[src/rtl/alu_host_driver.sv]
// alu_host_driver: serialises a 32-bit A/B request into byte transfers to a byte-wide ALU and collects the 4-byte result.
// Optional WAIT_DONE watchdog enabled by defining ALU_DRV_TIMEOUT_EN.
module alu_host_driver #(
   parameter int TIMEOUT_CYCLES = 16
) (
   input  logic        clk,
   input  logic        rst,
   input  logic        req_valid,
   output logic        req_ready,
   input  logic [1:0]  req_opcode,
   input  logic [31:0] req_a,
   input  logic [31:0] req_b,
   output logic        rsp_valid,
   input  logic        rsp_ready,
   output logic [31:0] rsp_result,
   output logic        rsp_err,
   output logic        alu_start,
   output logic [7:0]  alu_in,
   output logic [1:0]  alu_opcode,
   input  logic [7:0]  alu_out,
   input  logic        alu_done,
   input  logic [3:0]  alu_state
);
   typedef enum logic [2:0] {IDLE, START, SEND, WAIT_DONE, RECV, RESP} state_t;
   state_t      state;
   logic [2:0]  cnt;
   logic [63:0] ops;
   logic [31:0] result;
   logic [1:0]  op;

   if (TIMEOUT_CYCLES < 1) begin : g_bad_timeout
      $error("TIMEOUT_CYCLES must be at least 1");
   end

   // reset gates req_ready directly so it drops the moment rst rises
   assign req_ready  = (state == IDLE) && !rst;
   assign rsp_valid  = state == RESP;
   assign rsp_result = result;
   assign alu_opcode = op;
   assign alu_start  = (state == START) && (alu_state == 4'd0);
   assign alu_in     = (state == SEND) ? ops[{cnt, 3'b000} +: 8] : 8'd0;

`ifdef ALU_DRV_TIMEOUT_EN
   localparam int WW = $clog2(TIMEOUT_CYCLES + 1);
   logic [WW-1:0] wd;
   logic          err;
   assign rsp_err = err;
`else
   assign rsp_err = 1'b0;
`endif

   always_ff @(posedge clk or posedge rst) begin
      if (rst) begin
         state  <= IDLE;
         cnt    <= '0;
         ops    <= '0;
         result <= '0;
         op     <= '0;
`ifdef ALU_DRV_TIMEOUT_EN
         wd     <= '0;
         err    <= 1'b0;
`endif
      end else begin
         case (state)
            IDLE: if (req_valid) begin
               ops   <= {req_b, req_a};
               op    <= req_opcode;
               state <= START;
`ifdef ALU_DRV_TIMEOUT_EN
               err   <= 1'b0;
`endif
            end
            START: if (alu_state == 4'd0) begin
               cnt   <= '0;
               state <= SEND;
            end
            SEND: begin
               cnt <= cnt + 3'd1;
               if (cnt == 3'd7) state <= WAIT_DONE;
            end
            WAIT_DONE: if (alu_done) begin
               result[7:0] <= alu_out;
               cnt         <= '0;
               state       <= RECV;
`ifdef ALU_DRV_TIMEOUT_EN
               wd          <= '0;
            end else if (wd == WW'(TIMEOUT_CYCLES - 1)) begin
               wd     <= '0;
               result <= '0;
               err    <= 1'b1;
               state  <= RESP;
            end else begin
               wd <= wd + WW'(1);
`endif
            end
            RECV: begin
               result[{cnt[1:0] + 2'd1, 3'b000} +: 8] <= alu_out;
               cnt <= (cnt == 3'd2) ? 3'd0 : cnt + 3'd1;
               if (cnt == 3'd2) state <= RESP;
            end
            RESP: if (rsp_ready) state <= IDLE;
            default: state <= IDLE;
         endcase
      end
   end
endmodule

[config.mk]
export PLATFORM = sky130hd
export DESIGN_NAME = alu_host_driver
export DESIGN_NICKNAME = d
export VERILOG_FILES = /design/src/rtl/alu_host_driver.sv
export SDC_FILE = /design/constraint.sdc
export NUM_CORES = 1
export LEC_CHECK = 0
export CELL_PAD_IN_SITES_DETAIL_PLACEMENT = 0
export CELL_PAD_IN_SITES_GLOBAL_PLACEMENT = 2
export CORE_MARGIN = 2
export CORE_UTILIZATION = 32
export CTS_CLUSTER_SIZE = 25
export DETAILED_ROUTE_END_ITERATION = 10
export PLACE_DENSITY = 0.91
export SETUP_SLACK_MARGIN = 0.1
export SYNTH_ARGS = -nofsm -noshare
export SYNTH_HDL_FRONTEND = slang
export SYNTH_SLANG_ARGS = --single-unit
export TNS_END_PERCENT = 30
[constraint.sdc]
create_clock -name clk -period 4.55 [get_ports clk]
set_input_delay 0.6825 -clock clk [delete_from_list [all_inputs] [get_ports clk]]
set_output_delay 0.6825 -clock clk [all_outputs]
set_load 0.005 [all_outputs]
* Yosys cells after proc, flatten, opt, wreduce, memory -nomap -nowiden
Index checks and enable logic that the tools add are counted.
** Word-level totals
- Logic and storage cells :: 51
- Output and inout bits :: 46
- Register bits after elaboration :: 104
** Cells by class
- Shifts and indexed selects :: 3
- $add $sub $neg :: 3
- Muxes and demuxes :: 15
- Equal/unequal tests :: 13
- Reductions and logical operators :: 11
** Operators with widths (count)
- 64-bit by 7-bit variable part select with 8-bit output :: 1
- 32-bit bitwise mux :: 1
- 8-bit by 7-bit variable shift with 32-bit output, first input constant :: 1
- 8-bit by 7-bit variable part select with 32-bit output :: 1
- 3-bit two-way mux :: 9
- 3-bit one-hot mux with 6 select lines :: 1
- 8-bit two-way mux :: 2
- 8-bit one-hot mux with 2 select lines :: 1
- 3-bit one-hot mux with 4 select lines :: 1
- 3-bit by 2-bit == test with 1-bit output, second input constant :: 3
- 3-bit == test, second input constant :: 3
- 5-bit negator with 7-bit output :: 1
- 2-bit by 1-bit != test with 1-bit output, second input constant :: 3
- 2-bit != test, second input constant :: 3
- 6-bit AND reduction :: 1
- 4-bit zero test :: 1
- 2-bit AND reduction :: 2
- 4-bit nonzero test :: 1
- 3-bit by 1-bit adder with 3-bit output, second input constant :: 1
- 3-bit by 1-bit == test with 1-bit output, second input constant :: 1
- 3-bit zero test :: 1
- 3-bit AND reduction :: 1
- 2-bit by 1-bit adder with 2-bit output, second input constant :: 1
- 1-bit logical AND :: 2
- other kinds (2) :: 2

* Logic depth before layout (Yosys ltp)
Gate-level depths: netlist (run 1).
- Depth after elaboration :: 5
- Mapped depth :: 9
- Gate-level depth less buffers :: 5

* Least setup slack after synthesis (run 1)
No wires, ideal clock.
- Path type :: register -> register
- Start point :: register cnt[0]
- End point :: register result[0], in the netlist rsp_result[0]
- Data arrival time :: 1.955 ns
- Data required time :: 4.483 ns
- Setup time :: 0.067 ns
- Path slack :: 2.528 ns
- Stages on the path, launching flop included :: 8
- Path buffers :: 2
- Path through :: dfrtp_1 -> buf_4 -> buf_2 -> inv_1 -> ha_1 -> nand4b_1 -> a32oi_2 -> a22o_1
** On the way
- Word-level cells in the longest chain between the ends :: 5
** Ends and longest elaborated chain
- from (decl) :: line 26 : logic [2:0] cnt;
- from (signal assigned) :: line 78 : cnt <= cnt + 3'd1;
- from (signal assigned) :: line 98 : cnt <= (cnt == 3'd2) ? 3'd0 : cnt + 3'd1;
- 2-bit by 1-bit adder with 2-bit output (*) :: line 97 : result[{cnt[1:0] + 2'd1, 3'b000} +: 8] <= alu_out;
- 5-bit negator with 7-bit output (*) :: line 97
- 8-bit by 7-bit variable part select with 32-bit output or 8-bit by 7-bit variable shift with 32-bit output (tied branches) :: line 97
- 32-bit bitwise mux (*) :: line 97
- 8-bit one-hot mux with 2 select lines (*) :: line 64 : case (state)
- to (signal assigned) :: line 82 : result[7:0] <= alu_out;
- to (signal, indexed assignment) :: line 97
- to (decl) :: line 28 : logic [31:0] result;
Mark *: on every way between the ends. The rest lies on a longest branch, timed or not.
A chain may end at the register's enable or synchronous reset.

* Worst setup path after layout (run 1)
- Start point :: register cnt[0]
- End point :: output port alu_in[3]
** On the way
- Word-level cells in the longest chain between the ends :: 2
** Ends and longest elaborated chain
- 64-bit by 7-bit variable part select with 8-bit output :: line 41 : assign alu_in = (state == SEND) ? ops[{cnt, 3'b000} +: 8] : 8'd0;
- 8-bit two-way mux :: line 41
- to (decl) :: line 18 : output logic [7:0] alu_in,
No other way between the ends.

==> metrics.txt, run 1 <==
# TYPE chip_impl_metric gauge
chip_impl_metric{name="io_buffers",unit=""} 127
chip_impl_metric{name="vias_in_the_first_global_route",unit=""} 3544
chip_impl_info{name="rsz0062_at_grt",value="false"} 1
chip_impl_info{name="hp-class",value="reg2reg"} 1
chip_impl_info{name="synth-main-ff-cell",value="dfrtp_1"} 1
chip_impl_metric{name="synth_warnings",unit=""} 0
chip_impl_info{name="cp-startpoint",value="cnt[0]"} 1
chip_impl_metric{name="timing.clock.skew",unit="ns"} 0.00719
chip_impl_metric{name="grt_antenna_before_repair",unit=""} 0
chip_impl_info{name="hold_path.startpoint",value="rsp_result[31]"} 1
chip_impl_metric{name="place_area",unit="µm²"} 6240
chip_impl_metric{name="synth.yosys.seq_area_share",unit=""} 0.533
chip_impl_metric{name="drive_above_1_share",unit=""} 0.0964
chip_impl_metric{name="floorplan_die_width",unit="µm"} 128
chip_impl_metric{name="netlist-cell-type-count",unit=""} 38
chip_impl_metric{name="mappedNetlistArea",unit="µm²"} 4880
chip_impl_metric{name="timing_max_transition_violations_final",unit=""} 0
chip_impl_metric{name="initial_core_util",unit=""} 0.325
chip_impl_metric{name="postSynth.asyncResetShare",unit=""} 1.00
chip_impl_metric{name="viasPerCell",unit=""} 4.96
chip_impl_info{name="setup.worst_path.start_class",value="register"} 1
chip_impl_metric{name="design_power_total",unit="mW"} 4.01
chip_impl_metric{name="post-dp-hpwl",unit="mm"} 8.85
chip_impl_metric{name="clock_latency",unit="ns"} 0.34
chip_impl_metric{name="grt_pass1_wl",unit="mm"} 18.8
chip_impl_info{name="cts_tree",value="built"} 1
chip_impl_info{name="cp_top_family",value="flip-flops"} 1
chip_impl_metric{name="numCtsBuffers",unit=""} 9
chip_impl_metric{name="worst_ep_arrival_time",unit="ns"} 2.77
chip_impl_metric{name="drt-pass1-iter-count",unit=""} 4
chip_impl_metric{name="worst_slack",unit="ns"} 1.10
chip_impl_metric{name="max-clock-path-buffers",unit=""} 2
chip_impl_metric{name="die-area",unit="µm²"} 16300
chip_impl_metric{name="final_antenna_net_count",unit=""} 0
chip_impl_metric{name="post-route-drc-count",unit=""} 0
chip_impl_metric{name="totalNegativeSetupSlack",unit="ns"} 0
chip_impl_metric{name="syn-instance-count",unit=""} 380
chip_impl_metric{name="place_inst",unit=""} 670
chip_impl_metric{name="finish.net_count",unit=""} 583
chip_impl_metric{name="leakagePower",unit="nW"} 2.69
chip_impl_info{name="timing.critical_path.cells",value="mux2i_1 > a22o_1 > nor3_1 > clkdlybuf4s50_1"} 1
chip_impl_metric{name="postCtsSetupRepairBufs",unit=""} 0
chip_impl_metric{name="grt_overflow",unit=""} 0
chip_impl_metric{name="final_hold_viol_count",unit=""} 0
chip_impl_metric{name="tightest_slew",unit="ns"} 1.06
chip_impl_metric{name="worst_hold_slack",unit="ns"} 0.486
chip_impl_metric{name="synth-edff-count",unit=""} 0
chip_impl_metric{name="clk_transition_reported_paths",unit="ns"} 0.07
chip_impl_metric{name="area_growth_syn_to_layout",unit="%"} 33.4
chip_impl_metric{name="critical-path-max-stage-delay",unit="ns"} 1.06
chip_impl_metric{name="synth_seq_cells",unit=""} 104
chip_impl_info{name="crit_slowest_cell",value="dfrtp_2"} 1
chip_impl_info{name="run_status",value="finished, final reports clean"} 1
chip_impl_metric{name="synth_largest_type_area_fraction",unit=""} 0.533
chip_impl_metric{name="syn_nets",unit=""} 470
chip_impl_metric{name="cts_htree_levels",unit=""} 3
chip_impl_metric{name="grt.total_usage",unit=""} 0.148
chip_impl_metric{name="drv.max_cap_violation_count",unit=""} 0
chip_impl_metric{name="drt_wl_total",unit="mm"} 11.9
chip_impl_metric{name="design_area",unit="µm²"} 6510
chip_impl_metric{name="drt-initial-drc-count",unit=""} 208
chip_impl_info{name="top_count_cell_post_synth",value="dfrtp_1"} 1
chip_impl_metric{name="hold_critical_path_depth",unit=""} 2
chip_impl_metric{name="finalWorstPathRequiredPeriod",unit="ns"} 3.45
chip_impl_metric{name="timing.fmax",unit="MHz"} 290
chip_impl_metric{name="slew-limit-headroom",unit=""} 0.293
chip_impl_metric{name="place_worst_setup_slack",unit="ns"} 1.46
chip_impl_metric{name="stdcell_count",unit=""} 686
chip_impl_metric{name="floorplan.rows",unit=""} 45
chip_impl_info{name="critPathKind",value="reg2out"} 1
chip_impl_metric{name="die_h",unit="µm"} 128
chip_impl_metric{name="power.density",unit="nW/µm²"} 615
chip_impl_info{name="netlist_top_cells_count",value="dfrtp_1 (104), mux2_1 (40), mux2i_1 (32)"} 1
chip_impl_info{name="cell_at_the_root_of_the_clock_tree",value="clkbuf_16"} 1
chip_impl_info{name="post-synth-top-area-cell",value="dfrtp_1"} 1
chip_impl_metric{name="worst-path-buf-inv",unit=""} 1
chip_impl_info{name="worst_r2r_startpoint",value="cnt[0]"} 1
chip_impl_metric{name="crit_cells",unit=""} 4
chip_impl_metric{name="n_antenna_cell",unit=""} 0
chip_impl_metric{name="cp_max_fo",unit=""} 40
chip_impl_metric{name="irDropWorstVdd",unit="V"} 0.000238
chip_impl_metric{name="timing.critical_path.required",unit="ns"} 3.87
chip_impl_metric{name="finalCritPeriodShare",unit=""} 0.759
chip_impl_metric{name="core-area",unit="µm²"} 15000
chip_impl_metric{name="cts_hold_buffers",unit=""} 0
chip_impl_metric{name="post_cts.resized_instances",unit=""} 0
chip_impl_metric{name="setup_viol",unit=""} 0
chip_impl_metric{name="wl_per_cell",unit="µm"} 17.4
chip_impl_info{name="post_synth_main_area_contributors",value="dfrtp_1 (53%), mux2_1 (9.2%), mux2i_1 (6.6%), mux2_2 (6.0%), a22o_1 (4.3%)"} 1
chip_impl_metric{name="finish.utilization",unit=""} 0.433
chip_impl_metric{name="syn_area_per_cell",unit="µm²"} 12.8
chip_impl_metric{name="routed-via-count",unit=""} 3401
chip_impl_metric{name="globalplace.congestion",unit=""} 0.771
chip_impl_metric{name="grt_start_max_net_pins",unit=""} 72
chip_impl_metric{name="io-pin-count",unit=""} 129
chip_impl_info{name="critPathCaptureType",value="primary output"} 1
chip_impl_metric{name="r2r_cells",unit=""} 5
chip_impl_metric{name="clock_sink_total",unit=""} 104
==> area by class of cell <==
cell class / instances / area (µm²)
clock buffer: 12 / 246
clock inverter: 4 / 28.8
fill: 1439 / 8520
inverter: 5 / 21.3
multi-input combinational: 244 / 2090
sequential: 104 / 2600
tap: 188 / 235
timing repair buffer: 129 / 1290
==> worst register-to-register path, stage by stage (launching register included) <==
cell and delay [ns]:
dfrtp_2 1.06, inv_1 0.26, ha_1 0.41, nand4b_1 0.21
a32oi_2 0.49, a22o_1 0.21
==> cell families after synthesis <==
kind of cell | Yosys count | synth area share
compound gates | 62 | 0.103
xor+xnor | 1 | 0.00179
fa+ha+maj | 7 | 0.0179
buf+inv | 32 | 0.0387
flops | 104 | 0.533
mux | 98 | 0.218
other cells | 1 | 0.000768
simple gates | 75 | 0.0871
==> where the power goes <==
group / switching [mW] / internal [mW]
logic: 0.605 / 0.926
clock network: 0.334 / 0.388
registers: 0.379 / 1.38
total: 1.32 / 2.69
==> registers in the layout, summed over array words and instances, names as in the netlist <==
signal / cells
alu_opcode: 2
cnt: 3
ops: 64
rsp_result: 32
state: 3
==> layout by cell type, fill, tap and decap left out, types with 3 or more instances in the layout <==
master	instances
o32ai_1	3
nand2_1	31
nor2_1	5
clkbuf_16	9
mux2_2	26
nand2b_1	11
ha_1	7
mux2_1	40
inv_1	4
and2_1	3
o21ai_0	3
clkdlybuf4s50_1	127
a22o_1	24
o31ai_1	24
nand4bb_1	4
nor3_1	9
dfrtp_1	103
mux2i_1	32
==> final timing paths <==
check / end / slack, ns
worst max-delay path: alu_in[3] / 1.10
worst min-delay path: rsp_result[31] / 0.49
worst max register to register: rsp_result[1] / 1.85
worst min register to register: rsp_result[31] / 0.49
max in group asynchronous: rsp_result[17] / 2.68
min in group asynchronous: state[1] / 0.91
==> layer usage <==
layer / global-route usage / vias up / wire [µm]
met5: 0 / - / 0
met4: 0.0310 / 0 / 66
met3: 0.0498 / 5 / 840
met2: 0.243 / 105 / 5660
met1: 0.191 / 1674 / 5370
li1: - / 1617 / -
Note: power is estimated with default switching activity, not from simulation.
==> run 2: changes to the inputs <==
--- a/config.mk
+++ b/config.mk
@@ -8,10 +8,10 @@
 export CELL_PAD_IN_SITES_DETAIL_PLACEMENT = 0
 export CELL_PAD_IN_SITES_GLOBAL_PLACEMENT = 2
 export CORE_MARGIN = 2
-export CORE_UTILIZATION = 32
+export CORE_UTILIZATION = 29
 export CTS_CLUSTER_SIZE = 25
 export DETAILED_ROUTE_END_ITERATION = 10
-export PLACE_DENSITY = 0.91
+export PLACE_DENSITY = 0.88
 export SETUP_SLACK_MARGIN = 0.1
 export SYNTH_ARGS = -nofsm -noshare
 export SYNTH_HDL_FRONTEND = slang
==> constraint.sdc (replaced) <==
create_clock -name clk -period 3.15 [get_ports clk]
set_input_delay 0.4725 -clock clk [delete_from_list [all_inputs] [get_ports clk]]
set_output_delay 0.4725 -clock clk [all_outputs]
set_load 0.005 [all_outputs]
==> run 2 against run 1 <==
First-iteration DRC count shrank 20%. Total power grew 49%. Worst hold slack lost 0.010 ns. Die area is 10% higher. Clock skew fell by 0.00068 ns. Flip-flop and latch count stayed put. Cell area increased by 2.4%. Non-clock buffer count increased by 7. Clock power is 55% higher. Critical path depth increased by 1. Register-to-register slack worse by 1.1 ns. Critical path type unchanged. Largest cell class unchanged.
==> metrics.txt, run 2 (same netlist as run 1, synthesis figures left out) <==
# TYPE chip_impl_metric gauge
chip_impl_metric{name="grt.total_usage",unit=""} 0.143
chip_impl_metric{name="floorplan.rows",unit=""} 47
chip_impl_metric{name="clk_transition_reported_paths",unit="ns"} 0.07
chip_impl_metric{name="viasPerCell",unit=""} 4.83
chip_impl_metric{name="routed-via-count",unit=""} 3501
chip_impl_metric{name="final_antenna_net_count",unit=""} 0
chip_impl_metric{name="critical-path-max-stage-delay",unit="ns"} 0.67
chip_impl_metric{name="post-dp-hpwl",unit="mm"} 9.60
chip_impl_metric{name="post_cts.resized_instances",unit=""} 0
chip_impl_metric{name="finalWorstPathRequiredPeriod",unit="ns"} 2.85
chip_impl_metric{name="cp_max_fo",unit=""} 18
chip_impl_metric{name="drv.max_cap_violation_count",unit=""} 0
chip_impl_info{name="setup.worst_path.start_class",value="register"} 1
chip_impl_info{name="timing.critical_path.cells",value="buf_12 > mux2i_1 > a22o_1 > nor3_1 > clkdlybuf4s50_1"} 1
chip_impl_metric{name="die_h",unit="µm"} 134
chip_impl_metric{name="timing.clock.skew",unit="ns"} 0.00651
chip_impl_metric{name="design_power_total",unit="mW"} 5.96
chip_impl_metric{name="drt-pass1-iter-count",unit=""} 4
chip_impl_metric{name="totalNegativeSetupSlack",unit="ns"} 0
chip_impl_metric{name="clock_latency",unit="ns"} 0.35
chip_impl_metric{name="grt_antenna_before_repair",unit=""} 0
chip_impl_info{name="critPathCaptureType",value="primary output"} 1
chip_impl_metric{name="core-area",unit="µm²"} 16500
chip_impl_info{name="hp-class",value="reg2reg"} 1
chip_impl_metric{name="worst_hold_slack",unit="ns"} 0.476
chip_impl_metric{name="initial_core_util",unit=""} 0.295
chip_impl_metric{name="timing_max_transition_violations_final",unit=""} 0
chip_impl_metric{name="grt_start_max_net_pins",unit=""} 66
chip_impl_metric{name="grt_overflow",unit=""} 0
chip_impl_metric{name="area_growth_syn_to_layout",unit="%"} 36.5
chip_impl_metric{name="leakagePower",unit="nW"} 2.75
chip_impl_info{name="cell_at_the_root_of_the_clock_tree",value="clkbuf_16"} 1
chip_impl_metric{name="drive_above_1_share",unit=""} 0.111
chip_impl_metric{name="power.density",unit="nW/µm²"} 894
chip_impl_info{name="most_common_cell_after_layout_fill_and_taps_aside",value="clkdlybuf4s50_1"} 1
chip_impl_metric{name="max-clock-path-buffers",unit=""} 2
chip_impl_metric{name="cts_hold_buffers",unit=""} 0
chip_impl_metric{name="postCtsSetupRepairBufs",unit=""} 0
chip_impl_metric{name="slew-limit-headroom",unit=""} 0.427
chip_impl_metric{name="finalCritPeriodShare",unit=""} 0.905
chip_impl_info{name="rsz0062_at_grt",value="false"} 1
chip_impl_metric{name="design_area",unit="µm²"} 6670
chip_impl_info{name="critPathKind",value="reg2out"} 1
chip_impl_info{name="crit_slowest_cell",value="dfrtp_2"} 1
chip_impl_metric{name="globalplace.congestion",unit=""} 0.783
chip_impl_info{name="cp_top_family",value="buffers and inverters"} 1
chip_impl_metric{name="fillerInstances",unit=""} 1539
chip_impl_info{name="top_register",value="ops"} 1
chip_impl_metric{name="worst_ep_arrival_time",unit="ns"} 2.38
chip_impl_metric{name="timing.fmax",unit="MHz"} 351
chip_impl_metric{name="floorplan_die_width",unit="µm"} 134
chip_impl_metric{name="tightest_slew",unit="ns"} 0.858
chip_impl_metric{name="final_hold_viol_count",unit=""} 0
chip_impl_metric{name="io-pin-count",unit=""} 129
chip_impl_info{name="run_status",value="finished, final reports clean"} 1
chip_impl_metric{name="place_area",unit="µm²"} 6370
chip_impl_metric{name="wl_per_cell",unit="µm"} 17.3
chip_impl_metric{name="numCtsBuffers",unit=""} 9
chip_impl_metric{name="worst-path-buf-inv",unit=""} 2
chip_impl_metric{name="cts_htree_levels",unit=""} 3
chip_impl_info{name="cts_tree",value="built"} 1
chip_impl_metric{name="drt_wl_total",unit="mm"} 12.5
chip_impl_metric{name="largest_reg_flops",unit=""} 64
chip_impl_metric{name="finish.utilization",unit=""} 0.403
chip_impl_metric{name="setup_viol",unit=""} 0
chip_impl_metric{name="drt-initial-drc-count",unit=""} 167
chip_impl_metric{name="grt_pass1_wl",unit="mm"} 19.6
chip_impl_metric{name="io_buffers",unit=""} 127
chip_impl_metric{name="irDropWorstVdd",unit="V"} 0.000432
chip_impl_metric{name="clock_sink_total",unit=""} 104
chip_impl_metric{name="vias_in_the_first_global_route",unit=""} 3644
chip_impl_info{name="most-common-layout-cells",value="clkdlybuf4s50_1 (127), dfrtp_1 (103), mux2_1 (40), mux2i_1 (32), nand2_1 (31)"} 1
chip_impl_metric{name="die-area",unit="µm²"} 17900
chip_impl_metric{name="finish.net_count",unit=""} 590
chip_impl_metric{name="timing.critical_path.required",unit="ns"} 2.68
chip_impl_metric{name="post-route-drc-count",unit=""} 0
chip_impl_metric{name="n_antenna_cell",unit=""} 0
## run 2: path summary, 6_finish.rpt
path | from | cells after the start | endpoint | slack (ns)
max | cnt[0] | 5 | alu_in[6] | 0.30
min | rsp_result[21] | 2 | rsp_result[21] | 0.48
max reg2reg | cnt[0] | 6 | rsp_result[5] | 0.79
min reg2reg | rsp_result[21] | 2 | rsp_result[21] | 0.48
max in group asynchronous | rst | 3 | ops[46] | 1.75
min in group asynchronous | rst | 2 | ops[44] | 0.69
## run 2: final cells by class
class | count | area [µm²] | area share
Timing Repair Buffer | 136 | 1380 | 0.206
Clock inverter | 6 | 68.8 | 0.0103
Clock buffer | 10 | 229 | 0.0343
Inverter | 5 | 22.5 | 0.00338
Sequential cell | 104 | 2600 | 0.391
Multi-Input combinational cell | 244 | 2090 | 0.314
Tap cell | 220 | 275 | 0.0413
## run 2: tightest hold or removal path, stage by stage, from the launching register on
cell,delay [ns]
dfrtp_1,0.34
nand2_1,0.05
o31ai_1,0.05
## run 2: where the power goes
| part | total (mW) | internal (mW) | switching [mW] |
|---|---|---|---|
| sequential | 2.43 | 1.99 | 0.439 |
| clock | 1.12 | 0.621 | 0.502 |
| combinational | 2.41 | 1.38 | 1.02 |
| total | 5.96 | 4.00 | 1.96 |
## run 2: routing by layer
metal | up-vias | GRT usage | wire length, µm
met5 | - | 0 | 0
met4 | 0 | 0.0408 | 182
met3 | 17 | 0.0483 | 882
met2 | 137 | 0.241 | 6110
met1 | 1717 | 0.174 | 5370
li1 | 1630 | - | -
## run 2: per-stage QoR
| stage | instances | setup slack (ns) |
|---|---|---|
| final | 725 | 0.300 |
| after global routing | 725 | 0.138 |
| after CTS | 725 | 0.228 |
| after detailed placement | 709 | 0.640 |
| after global placement | 709 | 0.658 |
| after floorplan | 380 | 1.13 |
